$ cat src/rtl/l2s_lasso_monitor.sv
`default_nettype none
// ---------------------------------------------------------------------------
// l2s_lasso_monitor : liveness-to-safety lasso monitor for FG p properties
// Revision 1.0
// ---------------------------------------------------------------------------
module l2s_lasso_monitor #(
  parameter int WIDTH    = 8,
  parameter int NUM_FAIR = 1,
  parameter int LEN_W    = 8
) (
  input  logic                clk,
  input  logic                rst,
  input  logic [WIDTH-1:0]    state_in,
  input  logic                loop_start,
  input  logic                bad,
  input  logic [NUM_FAIR-1:0] fair,
  output logic [1:0]          fsm_state,
  output logic                loop_started,
  output logic                bad_seen,
  output logic [NUM_FAIR-1:0] fair_seen,
  output logic [LEN_W-1:0]    loop_len,
  output logic                loop_closed,
  output logic                violation,
  output logic                violation_q
);

  localparam logic [1:0] ST_IDLE   = 2'd0;
  localparam logic [1:0] ST_ARMED  = 2'd1;
  localparam logic [1:0] ST_CLOSED = 2'd2;

  localparam logic [LEN_W-1:0] LEN_MAX = {LEN_W{1'b1}};

  logic [1:0]          state_q,     state_d;
  logic [WIDTH-1:0]    shadow_q,    shadow_d;
  logic                bad_seen_q,  bad_seen_d;
  logic [NUM_FAIR-1:0] fair_seen_q, fair_seen_d;
  logic [LEN_W-1:0]    loop_len_q,  loop_len_d;
  logic                violation_d;

  // Closure is only meaningful while armed; the CLOSED state masks it.
  assign loop_closed = (state_q == ST_ARMED) && (state_in == shadow_q);
  assign violation   = loop_closed && bad_seen_q && (&fair_seen_q);

  always_comb begin
    state_d     = state_q;
    shadow_d    = shadow_q;
    bad_seen_d  = bad_seen_q;
    fair_seen_d = fair_seen_q;
    loop_len_d  = loop_len_q;
    violation_d = violation_q;
    case (state_q)
      ST_IDLE: begin
        if (loop_start) begin
          shadow_d    = state_in;
          bad_seen_d  = bad;
          fair_seen_d = fair;
          loop_len_d  = '0;
          state_d     = ST_ARMED;
        end
      end
      ST_ARMED: begin
        bad_seen_d  = bad_seen_q | bad;
        fair_seen_d = fair_seen_q | fair;
        if (loop_len_q != LEN_MAX) begin
          loop_len_d = loop_len_q + {{(LEN_W-1){1'b0}}, 1'b1};
        end
        // A non-violating closure keeps accumulating: later revisits are lassos too.
        if (violation) begin
          state_d     = ST_CLOSED;
          violation_d = 1'b1;
        end
      end
      ST_CLOSED: begin
        state_d = ST_CLOSED;
      end
      default: begin
        state_d = ST_IDLE;
      end
    endcase
  end

  always_ff @(posedge clk) begin
    if (!rst) begin
      state_q     <= ST_IDLE;
      shadow_q    <= '0;
      bad_seen_q  <= 1'b0;
      fair_seen_q <= '0;
      loop_len_q  <= '0;
      violation_q <= 1'b0;
    end else begin
      state_q     <= state_d;
      shadow_q    <= shadow_d;
      bad_seen_q  <= bad_seen_d;
      fair_seen_q <= fair_seen_d;
      loop_len_q  <= loop_len_d;
      violation_q <= violation_d;
    end
  end

  assign fsm_state    = state_q;
  assign loop_started = (state_q == ST_ARMED) || (state_q == ST_CLOSED);
  assign bad_seen     = bad_seen_q;
  assign fair_seen    = fair_seen_q;
  assign loop_len     = loop_len_q;

endmodule
`default_nettype wire
$ cat config.mk
export PLATFORM = sky130hd
export DESIGN_NAME = l2s_lasso_monitor
export DESIGN_NICKNAME = d
export VERILOG_FILES = /design/src/rtl/l2s_lasso_monitor.sv
export SDC_FILE = /design/constraint.sdc
export NUM_CORES = 1
export LEC_CHECK = 0
export ABC_AREA = 1
export CAP_MARGIN = 20
export CORE_MARGIN = 3
export CORE_UTILIZATION = 28
export CTS_CLUSTER_DIAMETER = 80
export DETAILED_ROUTE_END_ITERATION = 10
export HOLD_SLACK_MARGIN = 0.02
export SLEW_MARGIN = 25
export SYNTH_ARGS = -nofsm -noshare
export SYNTH_HDL_FRONTEND = slang
export SYNTH_SLANG_ARGS = --single-unit
$ cat constraint.sdc
create_clock -name clk -period 4.4 [get_ports clk]
set_clock_uncertainty 0.2 [all_clocks]
set_input_delay 0.88 -clock clk [delete_from_list [all_inputs] [get_ports clk]]
set_output_delay 0.88 -clock clk [all_outputs]
set_load 0.05 [all_outputs]
==> flow_summary.json <==
{
  "path_clk_slew_ps": 80,
  "arrival_ps": 2890,
  "synth_top_area_share_pct": 38.0,
  "areaGrowthSynthToFinish_pct": 34.0,
  "overflow": 0,
  "synthFlopType": "dfxtp_1",
  "fin_total_pwr_mw": 0.505,
  "clock_latency_ps": 260,
  "worstSetupPathType": "primary input to output pin",
  "critPathMostFrequentCell": "clkdlybuf4s50_1",
  "post_cts_resized": 0,
  "hold_class": "register to register",
  "dp.cells": 239,
  "p_leak_nw": 0.612,
  "r2r_cells": 11,
  "antenna_found_initial": 0,
  "dp_hpwl_um": 1800,
  "drv_cap": 0,
  "synth_edf_count": 0,
  "irDropWorstVdd_mv": 0.201,
  "fin_cells": 243,
  "wl_um": 2290,
  "yosys.area.top_type": "dfxtp_1",
  "syn_area_mm2": 0.00111,
  "ys_types": 24,
  "clockBufferDepth": 2,
  "rsz0062_at_grt": "false",
  "vias_per_cell": 4.23,
  "layout_commonest_cell": "nand2_1",
  "coreArea_mm2": 0.00374,
  "r2r_setup_slack_ps": 2470,
  "die_h_um": 68.9,
  "hold_viol_final": 0,
  "startpoint_type": "primary input",
  "status": "complete, no violations",
  "worst-slew-pin-transition_ps": 499,
  "p_per_area_mw_per_mm2": 340,
  "crit_start": "state_in[7]",
  "r2r-start": "fsm_state[0]",
  "drtAntennaViolNets": 0,
  "ys_seq_area_share_pct": 38.0,
  "mostFrequentLayoutCells": "nand2_1, clkdlybuf4s50_1, inv_1",
  "vias": 1027,
  "cts.sinks": 21,
  "drive_gt1_share_pct": 7.18,
  "grt_pass1_vias": 901,
  "wl_per_cell_um": 9.40,
  "cts_setup_buffers": 0,
  "critPathRequiredTime_ps": 3320,
  "end_kind": "output pin",
  "nNetsFinal": 212,
  "first_pass_iters": 4,
  "grt_pass1_wl_um": 3860,
  "report.final.slew_viol_count": 0,
  "netlist_top_cells_area": "dfxtp_1, nand2_1, inv_1",
  "grt_max_degree": 17,
  "cts_root_buffer": "clkbuf_8",
  "cts_hold_buf": 0,
  "synth_seq_cells": 21,
  "htree_levels": 1,
  "max_freq_mhz": 252,
  "cts_tree": "done",
  "final.min_clock_period_ps": 3970,
  "avgSynthCellArea_um2": 6.71,
  "start_util_pct": 29.6,
  "synth_cells": 165,
  "cts_made_buffers": 3,
  "path_cells": "clkdlybuf4s50_1, inv_1, nand2_1, nand4_1, or2_1, nor3_2, clkdlybuf4s50_1",
  "drt_iter0_markers": 16,
  "tns_ps": 0,
  "cp-endpoint": "violation",
  "fp.dieArea_mm2": 0.00475,
  "yosysWarningCount": 0,
  "slowest_stage": "clkdlybuf4s50_1",
  "route.detailed.drc": 0,
  "setup_viol": 0,
  "placement.io_buffers": 28,
  "period_share_pct": 90.2,
  "reg2reg_to": "loop_len[4]",
  "n_antenna_cell": 0,
  "track_usage_pct": 10.5,
  "async_flop_share_pct": 0,
  "ios": 29,
  "slowest_delay_ps": 840,
  "floorplan.rows": 22,
  "syn_nets": 181,
  "critPathMaxFanout": 3,
  "slew_headroom_pct": 66.7,
  "die_w_um": 68.9,
  "gp_congestion": 0.747
}
-- worst min-delay path by stage --
stage | to | cells past startpoint | start | slack (ps)
floorplan | shadow_q[3] | 2 | shadow_q[3] | 240
global placement | violation_q | 1 | violation_q | 260
detailed placement | violation_q | 1 | violation_q | 260
CTS | shadow_q[3] | 2 | shadow_q[3] | 280
global route | shadow_q[5] | 2 | shadow_q[5] | 300
finish | violation_q | 1 | violation_q | 270
-- per-layer routing --
metal / global-route usage [%] / routed length [um]
met2: 15.2 / 1000
met4: 3.65 / 26
met3: 1.94 / 57
met1: 15.4 / 1200
met5: 0 / 0
-- power by group --
| group | switching [mW] | leakage (nW) | internal [mW] |
|---|---|---|---|
| clock network | 0.0628 | 0.0228 | 0.0644 |
| registers | 0.0113 | 0.172 | 0.207 |
| logic | 0.103 | 0.417 | 0.0571 |
-- area by class of cell --
class | instances | area (um2)
multi-input combinational | 113 | 569
timing repair buffer | 28 | 280
fill | 431 | 2260
sequential | 21 | 420
clock buffer | 4 | 45.0
tap | 48 | 60.1
inverter | 29 | 109
-- stage by stage --
| step | area [um2] | setup slack [ps] | utilization [%] | hold slack, ps |
|---|---|---|---|---|
| 2_1_floorplan | 1110 | 1320 | - | 243 |
| 5_1_grt | 1480 | 295 | 39.6 | 297 |
| 6_report | 1480 | 433 | 39.6 | 274 |
| 3_5_place_dp | 1440 | 437 | 38.4 | 261 |
| 3_3_place_gp | 1440 | 425 | 38.4 | 264 |
| 4_1_cts | 1480 | 419 | 39.6 | 276 |
-- Yosys cell counts, types with 2 or more instances --
library cell and number:
nand2_1 37, inv_1 26, dfxtp_1 21, nor2_1 18, a21oi_1 17, o21ai_0 11
nand3_1 8, xor2_1 4, ha_1 3, inv_2 3, a21oi_2 2, nor3_1 2
nor3_2 2
-- registers in the layout, indices dropped and copies added (netlist names) --
name	flops
bad_seen	1
fair_seen	1
fsm_state	2
loop_len	8
shadow_q	8
violation_q	1
-- kinds of logic (layout without fill, tap and decap cells) --
group / count (synthesis) / in the layout / share of synthesized area (%)
adder cells (fa/ha/maj): 3 / 3 / 3.39
AO/OA/AOI/OAI: 33 / 33 / 16.0
flip-flops: 21 / 21 / 38.0
XOR/XNOR: 4 / 4 / 3.16
buffers and inverters: 31 / 61 / 10.6
AND/OR/NAND/NOR: 73 / 73 / 28.8
-- critical path, delay by kind of cell --
kind                   cells  cell delay, ps
buffers and inverters      3            1410
and+or+nand+nor            4             610
No activity file was read; power rests on OpenSTA's default activity.
